`src/rtl/pipe_hazard_ctrl_pkg.sv`:
```
// Shared pipeline control definitions: hazard FSM encoding,
// forwarding select codes and write-back source codes.
package pipe_hazard_ctrl_pkg;

    typedef enum logic [1:0] {
        RUN      = 2'd0,
        MEM_WAIT = 2'd1,
        FAULT    = 2'd2
    } state_t;

    localparam logic [1:0] FWD_RF  = 2'b00;
    localparam logic [1:0] FWD_MEM = 2'b01;
    localparam logic [1:0] FWD_WB  = 2'b10;

    localparam logic [1:0] WB_SEL_MEM = 2'b00;
    localparam logic [1:0] WB_SEL_ALU = 2'b01;

endpackage

```
`src/rtl/pipe_hazard_ctrl_fwd_unit.sv`:
```
// EX operand forwarding compare for one source register.
// The youngest producer (MEM) wins over WB; x0 never forwards.
module fwd_unit
    import pipe_hazard_ctrl_pkg::*;
(
    input  logic [4:0] ex_rs,
    input  logic [4:0] mem_rd,
    input  logic       mem_wb_en,
    input  logic [4:0] wb_rd,
    input  logic       wb_wb_en,
    output logic [1:0] sel
);

    logic mem_hit;
    logic wb_hit;

    assign mem_hit = mem_wb_en && (mem_rd != 5'd0) && (mem_rd == ex_rs);
    assign wb_hit  = wb_wb_en && (wb_rd != 5'd0) && (wb_rd == ex_rs);

    always_comb begin
        sel = FWD_RF;
        if (mem_hit) begin
            sel = FWD_MEM;
        end else if (wb_hit) begin
            sel = FWD_WB;
        end
    end

endmodule

```
`src/rtl/pipe_hazard_ctrl.sv`:
```
// Stall/flush/forwarding controller for the 5-stage pipeline,
// with data-memory wait sequencing and a timeout fault.
module pipe_hazard_ctrl
    import pipe_hazard_ctrl_pkg::*;
#(
    parameter int MEM_TIMEOUT = 16,
    parameter int CNT_W       = 32
) (
    input  logic             clk,
    input  logic             rst,
    input  logic [4:0]       id_rs1,
    input  logic [4:0]       id_rs2,
    input  logic             id_rs1_used,
    input  logic             id_rs2_used,
    input  logic             id_valid,
    input  logic [4:0]       ex_rs1,
    input  logic [4:0]       ex_rs2,
    input  logic [4:0]       ex_rd,
    input  logic             ex_wb_en,
    input  logic             ex_is_load,
    input  logic             ex_redirect,
    input  logic [4:0]       mem_rd,
    input  logic [4:0]       wb_rd,
    input  logic             mem_wb_en,
    input  logic             wb_wb_en,
    input  logic             mem_req,
    input  logic             mem_ready,
    output logic             pc_en,
    output logic             if_id_en,
    output logic             id_ex_en,
    output logic             ex_mem_en,
    output logic             mem_wb_en_o,
    output logic             if_id_flush,
    output logic             id_ex_flush,
    output logic [1:0]       fwd_a_sel,
    output logic [1:0]       fwd_b_sel,
    output logic             mem_fault,
    output logic [CNT_W-1:0] stall_cycles
);

    localparam int WCNT_W = $clog2(MEM_TIMEOUT + 1);

    state_t            state_q;
    state_t            state_d;
    logic [WCNT_W-1:0] wait_cnt_q;
    logic [WCNT_W-1:0] wait_cnt_d;
    logic              mem_fault_q;
    logic [CNT_W-1:0]  stall_q;

    logic       rs1_hit;
    logic       rs2_hit;
    logic       load_use;
    logic       freeze;
    logic       in_fault;
    logic [4:0] en;
    logic [1:0] fwd_a_raw;
    logic [1:0] fwd_b_raw;

    assign rs1_hit  = id_rs1_used && (id_rs1 == ex_rd);
    assign rs2_hit  = id_rs2_used && (id_rs2 == ex_rd);
    assign load_use = id_valid && ex_wb_en && ex_is_load &&
                      (ex_rd != 5'd0) && (rs1_hit || rs2_hit);

    assign freeze = ((state_q == RUN) && mem_req && !mem_ready) ||
                    ((state_q == MEM_WAIT) && !mem_ready);
    assign in_fault = (state_q == FAULT);

    // Arbitration order matters: later arms only apply when earlier are idle.
    always_comb begin
        en          = 5'b11111;
        if_id_flush = 1'b0;
        id_ex_flush = 1'b0;
        priority case (1'b1)
            rst: begin
                en          = 5'b00000;
                if_id_flush = 1'b1;
                id_ex_flush = 1'b1;
            end
            in_fault: en = 5'b00000;
            freeze:   en = 5'b00000;
            ex_redirect: begin
                if_id_flush = 1'b1;
                id_ex_flush = 1'b1;
            end
            load_use: begin
                en          = 5'b00111;
                id_ex_flush = 1'b1;
            end
            default: ;
        endcase
    end

    assign {pc_en, if_id_en, id_ex_en, ex_mem_en, mem_wb_en_o} = en;

    fwd_unit u_fwd_a (
        .ex_rs     (ex_rs1),
        .mem_rd    (mem_rd),
        .mem_wb_en (mem_wb_en),
        .wb_rd     (wb_rd),
        .wb_wb_en  (wb_wb_en),
        .sel       (fwd_a_raw)
    );

    fwd_unit u_fwd_b (
        .ex_rs     (ex_rs2),
        .mem_rd    (mem_rd),
        .mem_wb_en (mem_wb_en),
        .wb_rd     (wb_rd),
        .wb_wb_en  (wb_wb_en),
        .sel       (fwd_b_raw)
    );

    assign fwd_a_sel = rst ? FWD_RF : fwd_a_raw;
    assign fwd_b_sel = rst ? FWD_RF : fwd_b_raw;

    always_comb begin
        state_d    = state_q;
        wait_cnt_d = wait_cnt_q;
        unique case (state_q)
            RUN: begin
                if (mem_req && !mem_ready) begin
                    state_d    = MEM_WAIT;
                    wait_cnt_d = WCNT_W'(1);
                end
            end
            MEM_WAIT: begin
                if (mem_ready) begin
                    state_d    = RUN;
                    wait_cnt_d = '0;
                end else if (wait_cnt_q == WCNT_W'(MEM_TIMEOUT)) begin
                    state_d = FAULT;
                end else begin
                    wait_cnt_d = wait_cnt_q + WCNT_W'(1);
                end
            end
            FAULT: ;
            default: begin
                state_d    = RUN;
                wait_cnt_d = '0;
            end
        endcase
    end

    always_ff @(posedge clk or posedge rst) begin
        if (rst) begin
            state_q     <= RUN;
            wait_cnt_q  <= '0;
            mem_fault_q <= 1'b0;
            stall_q     <= '0;
        end else begin
            state_q     <= state_d;
            wait_cnt_q  <= wait_cnt_d;
            mem_fault_q <= mem_fault_q || (state_d == FAULT);
            if (!in_fault && !pc_en && (stall_q != '1)) begin
                stall_q <= stall_q + CNT_W'(1);
            end
        end
    end

    assign mem_fault    = mem_fault_q;
    assign stall_cycles = stall_q;

endmodule

```
`config.mk`:
```
export PLATFORM = sky130hd
export DESIGN_NAME = pipe_hazard_ctrl
export DESIGN_NICKNAME = d
export VERILOG_FILES = /design/src/rtl/pipe_hazard_ctrl_pkg.sv /design/src/rtl/pipe_hazard_ctrl_fwd_unit.sv /design/src/rtl/pipe_hazard_ctrl.sv
export SDC_FILE = /design/constraint.sdc
export NUM_CORES = 1
export LEC_CHECK = 0
export ABC_AREA = 0
export ABC_CLOCK_PERIOD_IN_PS = 2200
export BUFFER_PORTS_ARGS = -buffer_cell sky130_fd_sc_hd__buf_4
export CAP_MARGIN = 5
export CORE_AREA = 2 2 83 104
export DETAILED_ROUTE_END_ITERATION = 7
export DIE_AREA = 0 0 85 106
export MAX_ROUTING_LAYER = met4
export SYNTH_ARGS = -nofsm -noshare
export SYNTH_HDL_FRONTEND = slang
export SYNTH_HIERARCHICAL = 1
export SYNTH_SLANG_ARGS = --single-unit
```
`constraint.sdc`:
```
create_clock -name clk -period 2.2 [get_ports clk]
set_input_delay 0.11 -clock clk [delete_from_list [all_inputs] [get_ports clk]]
set_output_delay 0.11 -clock clk [all_outputs]
set_load 0.03 [all_outputs]
```
# Word-level counts from Yosys, hierarchy flattened
# Cells that the tools add are included.
[totals]
register_bits = 40
word_cells = 77
[op_classes]
n_eq_ne = 13
muxes = 28
n_addsub = 2
n_bitwise = 1
reduce_logical = 29
[ops]
columns = ["operator", "count"]
rows = [
  ["2-to-1 mux 5 bit", 8],
  ["adder 32 x 1 -> 32 bit, second input constant", 1],
  ["inequality test 32 bit, second input constant", 1],
  ["equality test 5 bit", 6],
  ["logical AND 1 bit", 18],
  ["2-to-1 mux 2 bit", 9],
  ["one-hot mux 5 bit (3 select lines)", 1],
  ["nonzero test 5 bit", 3],
  ["2-to-1 mux 1 bit", 9],
  ["one-hot mux 2 bit (3 select lines)", 1],
  ["adder 5 x 1 -> 5 bit, second input constant", 1],
  ["equality test 5 bit, second input constant", 1],
  ["equality test 2 bit, second input constant", 2],
  ["zero test 1 bit", 3],
  ["logical OR 1 bit", 3],
  ["inequality test 3 bit, second input constant", 1],
  ["AND reduction 3 bit", 1],
  ["equality test 2 x 1 -> 1 bit, second input constant", 1],
  ["zero test 2 bit", 1],
  ["inequality test 2 x 1 -> 1 bit, second input constant", 1],
  ["NOT 1 bit", 1],
]

# Logic depth before layout (Yosys ltp)
[depth]
ltp_word = 12
mapped_depth = 8
depth_no_buf = 7

# Modules after synthesis
# Netlist, hierarchy kept.
[modules_own_cells]
columns = ["mod", "cells_per_inst", "area_each_um2", "instances"]
rows = [
  ["pipe_hazard_ctrl", 227, 2421.1, 1],
  ["fwd_unit", 21, 158.9, 2],
]

# Worst setup path before layout
# Ideal clock, no wire load.
[synth_path]
path_type = "input -> register"
from = "input rst"
to = "register stall_q[27] (netlist: stall_cycles[27])"
slack_ns = -0.343
cell_stages = 5
arrival_time_ns = 2.405
path_cell_list = "inv_1 -> and3_1 -> a21boi_2 -> nor3_1 -> xor2_1"
[synth_between]
elab_chain_cells = 4
[synth_lines]
columns = ["element", "line", "text"]
rows = [
  ["from (decl)", "pipe_hazard_ctrl.sv:10", "input logic rst,"],
  ["2-to-1 mux 5 bit", "pipe_hazard_ctrl.sv:73", "priority case (1'b1)"],
  ["zero test 1 bit", "pipe_hazard_ctrl.sv:154", "if (!in_fault && !pc_en && (stall_q != '1)) begin"],
  ["logical AND 1 bit (2 in a row)", "pipe_hazard_ctrl.sv:154", ""],
  ["to (signal assigned)", "pipe_hazard_ctrl.sv:155", "stall_q <= stall_q + CNT_W'(1);"],
  ["to (decl)", "pipe_hazard_ctrl.sv:48", "logic [CNT_W-1:0] stall_q;"],
]
# Every way passes these cells.
# A chain may end at the register's enable or synchronous reset.

# Worst setup path in the final report
[layout_path]
from = "register state_q[0]"
to = "output if_id_en"
[layout_between]
elab_chain_cells = 7
[layout_lines]
columns = ["element", "line", "text"]
rows = [
  ["from (decl)", "pipe_hazard_ctrl.sv:43", "state_t state_q;"],
  ["from (signal assigned)", "pipe_hazard_ctrl.sv:151", "state_q <= state_d;"],
  ["zero test 2 bit", "pipe_hazard_ctrl.sv:64", "assign freeze = ((state_q == RUN) && mem_req && !mem_ready) ||"],
  ["logical AND 1 bit (2 in a row)", "pipe_hazard_ctrl.sv:64", ""],
  ["logical OR 1 bit", "pipe_hazard_ctrl.sv:64", ""],
  ["2-to-1 mux 5 bit", "pipe_hazard_ctrl.sv:73", ""],
  ["2-to-1 mux 5 bit (*) (2 in a row)", "pipe_hazard_ctrl.sv:73", ""],
  ["to (decl)", "pipe_hazard_ctrl.sv:29", "output logic if_id_en,"],
]
# Mark *: on every way between the ends. The rest lies on a longest branch, timed or not.

==> results.md <==
- Status: finished, violations left
- Violated checks: negative hold slack
- Die Y: 106 µm
- Uppermost layer routed: met4
- Antenna cells: 0
- Register area share after synthesis: 36.5%
- Worst-path fanout max: 13
- Slew Viols, Final: 0
- Post-CTS Hold Buffers: 0
- Syn Nets: 319
- CP peak stage delay: 500 ps
- Std-Cell Rows: 37
- Power share of the combinational group: 33.3%
- Worst setup EP type: output pin
- Clk root buf: clkbuf_8
- Worst skew pair latency: 290 ps
- CTS tree: built
- # DRC: 0
- Highest-count cells in the layout ignoring fill and taps: buf_4, xnor2_1, dfrtp_1
- P per Cell Area: 590 nW/µm²
- Layout Nets: 415
- Seq cells post-synth: 40
- RSZ-0062 raised after global routing: no
- DP HPWL: 5140 µm
- Final setup violating endpoints: 0
- Input/output buffers: 90
- Tcrit/Tclk final: 93.1%
- Synthesized area per cell: 10.2 µm²
- Area Overhead vs Synth: 33.2%
- Internal power: 1.39 mW
- Maximum vdd ir drop: 593 µV
- Worst path cell trace: o21ai_0 > and3_2 > a21boi_4 > buf_4
- Reg-to-Reg Start: state_q[0]
- I/O pin count: 91
- Share of total power in sequential cells: 43.0%
- Arr. time, crit path: 1940 ps
- Worst Max-Slew Pin Slew: 790 ps
- Max Fclk: 488 MHz
- Post-layout instance area: 3650 µm²
- Setup TNS: 0 ps
- CTS Sinks: 40
- CTS Buf Count: 5
- All-layer global routing usage: 15.2%
- Fraction of layout cells with a size suffix above 1: 37.7%
- Drt pass-1 iters: 4
- Switching share of total power: 35.6%
- Max cap viols: 0
- Min-delay worst type: primary input to asynchronous set/reset pin
- Core area: 8100 µm²
- Initial DRC Count: 73
- Final Hold Fails: 1
- Initial antenna violation count: 0
- CTS Buffer Depth: 2
- GP Congestion: 0.827
- Cts repair resizes: 0
- First-pass GRT wire length: 10,900 µm
- Slowest CP cell: dfrtp_1
- Sw power: 766 µW
- H-tree levels: 2
- Setup crit start kind: flip-flop
- Gr ovfl total: 0
- Die width: 85 µm
- Critical Path Start: state_q[0]
- Worst endpoint required time: 2090 ps
- Synth warn: 6
- Via/cell ratio: 5.02
- Avg WL per Cell: 14.8 µm
- Power share of the clock group: 23.7%
- Clk pin slew, worst setup/hold paths: 70 ps
- Synth Instances: 269
- Post-Syn Area: 2740 µm²
- Final ANT Viol Nets: 0
- Hold_ws: -0.322 ps
- Post-CTS setup repair buffer count: 0
- Synth cell types: 52
- Metal-1 WL: 2950 µm
- Lkg Pwr: 1.53 nW
- Most common cell after layout, fill and taps aside: buf_4
- Tmin final: 2050 ps
- WS Path Type: flip-flop to output pin
- Layout Utilization: 45.0%
- Setup Skew: 3.08 ps
- Via count: 2,323
- Placed cell areas: 3530 µm²
- Vias in the first global route: 2,261
- WL final: 6850 µm
- Initial Util: 33.8%
- Routed length on met2: 3540 µm
- Pin count of the biggest net entering global routing: 41
- Relative slew slack: 47.4%
- Die ar.: 9010 µm²
- Met3 wire length: 269 µm
- Pwr Total: 2.15 mW
==> worst max-delay path: cells and delay by family, from the launching register on <==
kind            cells  cell delay, ps
compound gates      2             600
buf+inv             1             220
flops               1             500
simple gates        1             320
==> cells in the mapped netlist (all sizes together) <==
cell     count  area [µm²]
xnor2       42         368
dfrtp       40        1000
nand4       22         159
nand2       20        75.1
xor2        17         149
nand3       15        87.6
nor3        14        90.1
nor2        11        48.8
and3        10        63.8
buf          7        60.1
inv          7        26.3
nor4b        6        98.8
a21oi        4        20.0
nand2b       4        25.0
nor2b        4        25.0
nor3b        4        40.0
clkbuf       3        11.3
ha           3        37.5
mux2i        3        30.0
nor4         3        33.8
o22ai        3        18.8
or2          3        18.8
a211oi       2        25.0
a21boi       2        18.8
and2         2        12.5
and4         2        20.0
o21ai        2        10.0
o41ai        2        32.5
or4          2        15.0
a21o         1        7.51
a31o         1        8.76
a32o         1        10.0
and2b        1        7.51
clkinv       1        3.75
mux2         1        11.3
nand4b       1        15.0
o2111ai      1        15.0
o2bb2ai      1        27.5
or3          1        11.3
==> routing by layer <==
layer | global-route usage, % | up-vias
met4 | 4.08 | 0
li1 | - | 1154
met5 | - | -
met1 | 18.8 | 1102
met2 | 25.4 | 58
met3 | 2.64 | 9
==> power groups by stage <==
stage          registers [mW]  clock network [mW]  logic (mW)
3_3_place_gp            0.942                   0       0.707
5_1_grt                 0.942               0.554       0.776
6_report                0.926               0.509       0.717
4_1_cts                 0.927               0.524       0.719
2_1_floorplan            1.04                   0       0.318
3_5_place_dp            0.941                   0       0.718
==> state kept, by name, indices dropped and copies added (netlist names) <==
signal	count
mem_fault	1
stall_cycles	32
state_q	2
wait_cnt_q	5
==> cells by family (layout without fill, tap and decap cells) <==
kind of cell	Yosys count	count (layout)	share of synthesized area [%]
AO/OA/AOI/OAI	20	21	7.08
XOR/XNOR	59	59	18.9
adder cells (fa/ha/maj)	3	3	1.37
buffers and inverters	18	114	3.70
flip-flops	40	40	36.5
multiplexers	4	4	1.51
AND/OR/NAND/NOR	125	125	30.9
==> layout make-up <==
cell class | count | area (µm²)
multi-input combinational | 212 | 1670
tap | 97 | 121
clock buffer | 8 | 90.1
timing repair buffer | 98 | 736
fill | 792 | 4450
sequential | 40 | 1000
inverter | 8 | 33.8
==> final timing paths <==
path	endpoint	slack, ps	cells past startpoint
worst max-delay path	if_id_en	150	4
worst min-delay path	state_q[1]	-0.3	3
worst max register to register	stall_cycles[1]	160	5
worst min register to register	mem_fault	480	1
max in group asynchronous	stall_cycles[17]	1840	3
min in group clk	wait_cnt_q[1]	130	4
==> stage by stage <==
step,worst slack [ps],cells,hold WS [ps]
floorplan,47.5,269,91.4
global placement,162,454,347
detailed placement,107,454,342
CTS,70.3,462,21.4
global route,13.0,463,52.5
finish,152,463,-0.322
Note: power is estimated with default switching activity, not from simulation.
